File: config.mk
export PLATFORM = sky130hd
export DESIGN_NAME = pc_gen
export DESIGN_NICKNAME = d
export VERILOG_FILES = /design/src/rtl/cdim_if_pkg.sv /design/src/rtl/pc_redirect_latch.sv /design/src/rtl/pc_gen.sv
export SDC_FILE = /design/constraint.sdc
export NUM_CORES = 1
export LEC_CHECK = 0
export ABC_AREA = 0
export BUFFER_PORTS_ARGS = -buffer_cell sky130_fd_sc_hd__buf_2
export CORE_ASPECT_RATIO = 2
export CORE_MARGIN = 4
export CORE_UTILIZATION = 50
export CTS_CLUSTER_DIAMETER = 60
export CTS_CLUSTER_SIZE = 8
export DETAILED_ROUTE_END_ITERATION = 12
export GPL_TIMING_DRIVEN = 0
export PLACE_DENSITY = 0.81
export SETUP_SLACK_MARGIN = 0.05
export SLEW_MARGIN = 20
export SYNTH_ARGS = -nofsm -noshare
export SYNTH_HDL_FRONTEND = slang
export SYNTH_HIERARCHICAL = 1
export SYNTH_SLANG_ARGS = --single-unit
File: constraint.sdc
create_clock -name clk -period 2.4 [get_ports clk]
set_input_delay 0.48 -clock clk [delete_from_list [all_inputs] [get_ports clk]]
set_output_delay 0.48 -clock clk [all_outputs]
set_load 0.03 [all_outputs]
File: src/rtl/cdim_if_pkg.sv
// rtl/cdim_if_pkg.sv - shared types for the fetch-PC generator and its redirect latch
//
// Purpose : common constants and types used by pc_gen, pc_redirect_latch and
//           any debug trace that wants to report where the next PC came from.
// Contents: RESET_PC_DEFAULT, REDIRECT_ADDR_W, pc_src_e, redirect_t.
package cdim_if_pkg;

  localparam logic [31:0] RESET_PC_DEFAULT = 32'hbfc00000;

  // Address field width of redirect_t; pc_gen supports ADDR_W up to this.
  localparam int REDIRECT_ADDR_W = 32;

  // Next-PC source, listed in priority order.
  typedef enum logic [2:0] {
    EXC      = 3'd0,
    PEND_EXC = 3'd1,
    BR       = 3'd2,
    PEND_BR  = 3'd3,
    HOLD     = 3'd4,
    SEQ      = 3'd5
  } pc_src_e;

  typedef struct packed {
    logic                       valid;
    logic                       is_exc;
    logic [REDIRECT_ADDR_W-1:0] addr;
  } redirect_t;

endpackage

File: src/rtl/pc_redirect_latch.sv
// rtl/pc_redirect_latch.sv - pending-redirect register for redirects arriving while the PC is frozen
//
// Purpose : captures exception/branch redirects while pc_en=0 so none are lost,
//           and drops the pending entry on the first enabled cycle.
// Ports   : clk, rst (async, active-high)
//           pc_en                     - 1 = pipeline running, pending entry is consumed
//           is_except, except_addr    - exception redirect request and target
//           branch_taken, branch_addr - branch redirect request and target
//           pend                      - pending redirect {valid, is_exc, addr}
module pc_redirect_latch
  import cdim_if_pkg::*;
#(
  parameter int ADDR_W = 32
) (
  input  logic              clk,
  input  logic              rst,
  input  logic              pc_en,
  input  logic              is_except,
  input  logic [ADDR_W-1:0] except_addr,
  input  logic              branch_taken,
  input  logic [ADDR_W-1:0] branch_addr,
  output redirect_t         pend
);

  logic              valid_q;
  logic              exc_q;
  logic [ADDR_W-1:0] addr_q;

  always_ff @(posedge clk or posedge rst) begin
    if (rst) begin
      valid_q <= 1'b0;
      exc_q   <= 1'b0;
      addr_q  <= '0;
    end else if (pc_en) begin
      // Whatever wins the next-PC mux this cycle, the pending entry is used up.
      valid_q <= 1'b0;
    end else if (is_except) begin
      // Exceptions always take the slot, even over an older exception.
      valid_q <= 1'b1;
      exc_q   <= 1'b1;
      addr_q  <= except_addr;
    end else if (branch_taken && !(valid_q && exc_q)) begin
      // A branch never displaces a pending exception, but replaces an older branch.
      valid_q <= 1'b1;
      exc_q   <= 1'b0;
      addr_q  <= branch_addr;
    end
  end

  always_comb begin
    pend                    = '0;
    pend.valid              = valid_q;
    pend.is_exc             = exc_q;
    pend.addr[ADDR_W-1:0]   = addr_q;
  end

endmodule

File: src/rtl/pc_gen.sv
// rtl/pc_gen.sv - multi-width fetch-PC generator with prioritised and latched redirects
//
// Purpose : holds the fetch PC, advances it by the number of instructions
//           accepted (clamped to the end of the fetch block), applies
//           exception/branch redirects with fixed priority and pulses a flush
//           after every redirect-driven update.
// Ports   : clk, rst (async, active-high)
//           pc_en          - 0 freezes the PC; redirects are latched instead
//           accept_cnt     - instructions accepted into the FIFO this cycle
//           fifo_full      - hold the PC
//           is_except, except_addr, branch_taken, branch_addr - redirect requests
//           pc_curr        - current fetch PC (registered)
//           fetch_avail    - instructions left in the current fetch block
//           redirect_flush - one-cycle pulse after a redirect update
//           pend_valid     - a redirect is waiting in the pending latch
//           misaligned     - pc_curr[1:0] != 0
module pc_gen
  import cdim_if_pkg::*;
#(
  parameter int          FETCH_WIDTH = 2,
  parameter logic [31:0] RESET_PC    = RESET_PC_DEFAULT,
  parameter int          ADDR_W      = 32,
  localparam int         CNT_W       = $clog2(FETCH_WIDTH + 1)
) (
  input  logic              clk,
  input  logic              rst,
  input  logic              pc_en,
  input  logic [CNT_W-1:0]  accept_cnt,
  input  logic              fifo_full,
  input  logic              is_except,
  input  logic [ADDR_W-1:0] except_addr,
  input  logic              branch_taken,
  input  logic [ADDR_W-1:0] branch_addr,
  output logic [ADDR_W-1:0] pc_curr,
  output logic [CNT_W-1:0]  fetch_avail,
  output logic              redirect_flush,
  output logic              pend_valid,
  output logic              misaligned
);

  localparam int IDX_W  = (FETCH_WIDTH > 1) ? $clog2(FETCH_WIDTH) : 0;
  // Non-zero slice width so the unused FETCH_WIDTH=1 branch still elaborates cleanly.
  localparam int IDX_WS = (IDX_W > 0) ? IDX_W : 1;

  redirect_t         pend;
  pc_src_e           src;
  logic [CNT_W-1:0]  acc;
  logic [ADDR_W-1:0] pc_seq;
  logic [ADDR_W-1:0] pc_next;

  pc_redirect_latch #(
    .ADDR_W(ADDR_W)
  ) u_latch (
    .clk         (clk),
    .rst         (rst),
    .pc_en       (pc_en),
    .is_except   (is_except),
    .except_addr (except_addr),
    .branch_taken(branch_taken),
    .branch_addr (branch_addr),
    .pend        (pend)
  );

  // Slot index inside the fetch block comes from pc_curr[2 +: IDX_W] only;
  // the low two bits never shrink the block, even on a misaligned target.
  generate
    if (FETCH_WIDTH == 1) begin : g_avail_single
      assign fetch_avail = CNT_W'(1);
    end else begin : g_avail_multi
      assign fetch_avail = CNT_W'(FETCH_WIDTH) - CNT_W'(pc_curr[2 +: IDX_WS]);
    end
  endgenerate

  // Clamp so an oversize count stops at the block boundary instead of wrapping.
  assign acc    = (accept_cnt < fetch_avail) ? accept_cnt : fetch_avail;
  assign pc_seq = pc_curr + (ADDR_W'(acc) << 2);

  always_comb begin
    src = SEQ;
    if (is_except)                    src = EXC;
    else if (pend.valid && pend.is_exc) src = PEND_EXC;
    else if (branch_taken)            src = BR;
    else if (pend.valid)              src = PEND_BR;
    else if (fifo_full)               src = HOLD;

    pc_next = pc_seq;
    case (src)
      EXC:      pc_next = except_addr;
      PEND_EXC: pc_next = pend.addr[ADDR_W-1:0];
      BR:       pc_next = branch_addr;
      PEND_BR:  pc_next = pend.addr[ADDR_W-1:0];
      HOLD:     pc_next = pc_curr;
      default:  pc_next = pc_seq;
    endcase
  end

  always_ff @(posedge clk or posedge rst) begin
    if (rst) begin
      pc_curr        <= ADDR_W'(RESET_PC);
      redirect_flush <= 1'b0;
    end else if (pc_en) begin
      pc_curr        <= pc_next;
      redirect_flush <= (src == EXC) || (src == PEND_EXC) || (src == BR) || (src == PEND_BR);
    end else begin
      redirect_flush <= 1'b0;
    end
  end

  assign pend_valid = pend.valid;
  assign misaligned = |pc_curr[1:0];

endmodule

After elaboration in Yosys (flattened, before gate mapping):

Cells that the tools add are included.

* magnitude comparators: 1
* $add $sub $neg: 2
* bitwise operators: 2
* reduce and logical (&&, ||, !) cells: 13
* eq/ne operators: 4
* mux-type cells: 15

Operators with widths (number)
* $pmux W32 S4: 1
* $mux W32: 2
* $add A32 B4 Y32: 1
* $mux W3: 4
* $mux W1: 7
* $eq A3 B2 Y1 const B: 2
* $reduce_and A2 Y1: 2
* $reduce_or A2 Y1: 2
* $eq A3 B1 Y1 const B: 1
* $eq A3 B3 Y1 const B: 1
* $logic_not A3 Y1: 1
* $logic_or A1 B1 Y1: 3
* $reduce_bool A3 Y1: 1
* $logic_and A1 B1 Y1: 2
* $lt A2 B2 Y1: 1
* $mux W2: 1
* $not A1 Y1: 2
* $reduce_bool A2 Y1: 1
* $sub A2 B1 Y2 const A: 1
* $logic_not A1 Y1: 1

* output and inout bits: 37
* bits in registers: 67
* logic and storage cells: 42
* input bits: 72

Logic depth before layout (Yosys ltp):

* depth in word-level cells: 10
* gate-level depth with buffers: 9
* gate-level depth less buffers: 8

By module:

Netlist, hierarchy kept.

By module, submodules not included
* pc_gen: cells an instance 291, area each 2541.2 um^2, times used 1, seq. area each 837.1 um^2
* pc_redirect_latch: cells an instance 116, area each 1799.2 um^2, times used 1, seq. area each 850.8 um^2

Least setup slack after synthesis:

OpenSTA, ideal clock, no wires.

* path kind: register -> register
* start point: reg pc_curr[2]
* end point: reg pc_curr[20]
* clock period less this slack: 2397 ps
* data arrival time: 2310 ps
* slack: 3 ps
* setup time: 87 ps
* stages on the path, launching flop included: 10
* cells stage by stage: dfrtp_1 -> mux2_2 -> ha_1 -> fa_1 -> nand3_1 -> nor3_2 -> buf_2 -> nand3_1 -> o41a_1 -> o211ai_1

* longest elaborated chain between the ends: 5

Ends and longest elaborated chain
* from (decl): line pc_gen.sv:34 `output logic [ADDR_W-1:0] pc_curr,`
* from (signal assigned): line pc_gen.sv:99 `pc_curr <= ADDR_W'(RESET_PC);`
* from (signal assigned): line pc_gen.sv:102 `pc_curr <= pc_next;`
* $sub A2 B1 Y2: line pc_gen.sv:70 `assign fetch_avail = CNT_W'(FETCH_WIDTH) - CNT_W'(pc_curr[2 +: IDX_WS]);`
* $lt A2 B2 Y1: line pc_gen.sv:75 `assign acc = (accept_cnt < fetch_avail) ? accept_cnt : fetch_avail;`
* $mux W2: line pc_gen.sv:75
* $add A32 B4 Y32 *: line pc_gen.sv:76 `assign pc_seq = pc_curr + (ADDR_W'(acc) << 2);`
* $pmux W32 S4 *: line pc_gen.sv:87 `case (src)`

Mark *: on every way between the ends. The rest lies on a longest branch, timed or not.
A chain may end at the register's enable or synchronous reset.

Final worst setup path:

* start point: reg pc_curr[2]
* end point: reg pc_curr[28]

Same word-level chain as after synthesis.

==> run metrics <==
Area growth, synth to finish=24.6%; CP Launch Type=flip-flop; clk buf depth=2; VDD IR-drop max=0.000386 V; clock-pin slew on the worst setup and hold paths=0.06 ns; # IOs=109; H-tree levels=3; RSZ-0062 raised after global routing=yes; drt first pass iters=9; max-cap violations=0; critical path class=reg2reg; die area=0.0103 mm^2; Final Hold Viols=0; register area share after synthesis=0.389; post-synthesis mux area share=0.195; TritonCTS Buffers=9; most instantiated library cell after synthesis=dfrtp_1; Synth top cells by count=58 x dfrtp_1, 35 x mux2_2, 34 x nand2_1, 30 x mux2_4, 22 x clkbuf_1; adder-cell area share of the yosys netlist=0.0104; Synth async-reset ratio=1.00; clk_lat worst skew=~0.34 ns; design area=0.00541 mm^2; Post-DP HPWL=10.6 mm; clk root buf=clkbuf_16; Syn Inst Count=407; Synth Area in XOR/XNOR=0; Mean Syn Cell Area=10.7 um^2; synth unique cells=62; Tightest Hold Check Type=in2async; n_diodes=0; total power draw=4.20 mW; vias in the first global route=4306; Initial DRC Count=441; outcome=complete, no violations; Post-synth EDFFs=0; placed cell areas=0.00502 mm^2; clock skew=0.00563 ns; Max-slew headroom=0.478; setup TNS=0 ns; CP max FO=6; Crit path required time=between 2 and 3 ns; core region area=~0.0084 mm^2; main combinational cell family by area after synthesis=compound AO/OA/AOI/OAI gates; Final period util=0.957; Initial Util=0.520; CTS tree=built; Tmin final=2.30 ns; Arrival @ worst endpoint=2.56 ns; Main synth FF type=dfrtp_1; YS warnings=6; DRC=0; largest net degree at the start of global routing=34; Slew Limit Fails=0; share of post-route cells with drive strength above 1=0.455; Synth area leaders=dfrtp_1 33%, mux2_4 10%, mux2_2 9.1%; compound-cell area share of the yosys netlist=0.231; initial antenna violation count=0; # fillers=approximately 710; Setup-failing EPs final=0; via count=between 4000 and 5000; Synth Register Bits=67; routed wire length per instance=23.2 um; Post-Synth Simple-Gate Area=0.120; NumNets Final=604; top-area cell type share of the netlist area=0.334; Static Leak=roughly 2.4 nW; drt total wl=14.7 mm; post-layout util=0.648; Netlist Area Pre-Place=0.00434 mm^2; Buffers on Ports=108; Fmax=roughly 0.44 GHz; die width=73.9 um; net count after synthesis=between 400 and 500; CP Capture Type=flip-flop; Tot GR Track Use=0.283; CTS Sinks=between 60 and 70; Routability Congestion=0.957; Pwr Density=776 mW/mm^2; Rows=47; actual slew at the worst max-slew pin=0.782 ns; DRT antenna net count=0; Vert. Die Dim=around 140 um; global-route wire length before repair=22.1 mm; vias per cell=6.71; total gr overflow=0; Synth area leader=dfrtp_1
[placed cells by master (no fill, tap or decap), types with 4 or more instances in the layout]
master and count:
nand2_1 34, o21ai_0 13, mux2_4 30, clkbuf_16 9
a21oi_1 20, mux2_2 35, dfstp_2 9, buf_2 111
a22oi_1 8, nand4_1 8, a41oi_1 4, dfrtp_1 57
a31oi_1 7, o31ai_1 4, buf_4 6, and3_1 6
nor2_1 12, a221oi_1 11, a222oi_1 17, buf_6 6
inv_1 9, o22a_1 11, o31a_1 4, clkbuf_2 5
nand3_1 10, clkbuf_1 19
[flip-flops by register name, indices dropped and copies added (netlist names)]
signal           cells
pc_curr             32
redirect_flush       1
u_latch/addr_q      32
u_latch/exc_q        1
u_latch/valid_q      1
[worst max-delay path, cell delays in order (launching register included)]
cell	delay, ns
dfrtp_2	0.41
mux2_2	0.17
ha_2	0.21
fa_2	0.26
nand3_2	0.11
nor3_4	0.20
buf_4	0.15
nand4_4	0.12
or4_4	0.54
o211ai_2	0.07
[worst paths after layout]
kind                                    startpoint                        endpoint  slack [ns]  depth (start not counted)
max                         pc_curr[2]$_DFFE_PP0P_         pc_curr[28]$_DFFE_PP1P_        0.10                          9
min                                            rst  u_latch/addr_q[28]$_DFFE_PP0P_        0.11                          2
max reg2reg                 pc_curr[2]$_DFFE_PP0P_         pc_curr[28]$_DFFE_PP1P_        0.10                          9
min reg2reg                pc_curr[27]$_DFFE_PP1P_         pc_curr[27]$_DFFE_PP1P_        0.49                          2
max in group asynchronous                      rst          pc_curr[2]$_DFFE_PP0P_        1.56                          2
min in group clk                             pc_en     u_latch/valid_q$_DFFE_PP0P_        0.43                          2
[power by group]
group	internal, mW	switching, mW
Sequential	1.35	0.215
Clock	0.911	0.525
Combinational	0.515	0.677
Total	2.78	1.42
[per-stage QoR]
step | worst slack, ns | instances | hold WS (ns)
finish | 0.103 | 632 | 0.106
global route | 0.00547 | 632 | 0.134
CTS | 0.0576 | 630 | 0.113
detailed placement | -0.336 | 614 | 0.473
global placement | -0.198 | 613 | 0.468
floorplan | 0.113 | 407 | 0.479
[cell type report]
type / instances / area (um^2) / area share
Timing Repair Buffer: 111 / 576 / 0.106
Inverter: 11 / 41.3 / 0.00763
Multi-Input combinational cell: 292 / 2450 / 0.453
Buffer: 37 / 213 / 0.0393
Tap cell: 98 / 123 / 0.0227
Clock buffer: 10 / 229 / 0.0423
Clock inverter: 6 / 88.8 / 0.0164
Sequential cell: 67 / 1690 / 0.312
[kinds of logic after synthesis]
logic type                 Yosys count
AOI/OAI and AO/OA                  130
adders and majority gates            3
buffers and inverters               48
DFF                                 67
muxes                               65
and+or+nand+nor                     94
[repair_timing]
action                     CTS  global route
gates resized for setup      5            14
pin swaps                    1             3
buffers inserted             0             2
hold endpoints to repair     0             0
hold buffers                 0             0
setup endpoints to repair    5            15
[routing by layer]
| metal | vias up | wire length, um | GRT usage |
|---|---|---|---|
| met5 | - | 0 | 0 |
| met4 | 0 | 763 | 0.168 |
| met3 | 64 | 1020 | 0.0462 |
| met2 | 235 | 7700 | 0.485 |
| met1 | 2084 | 5200 | 0.317 |
| li1 | 1855 | - | - |
Note: power is estimated with default switching activity, not from simulation.
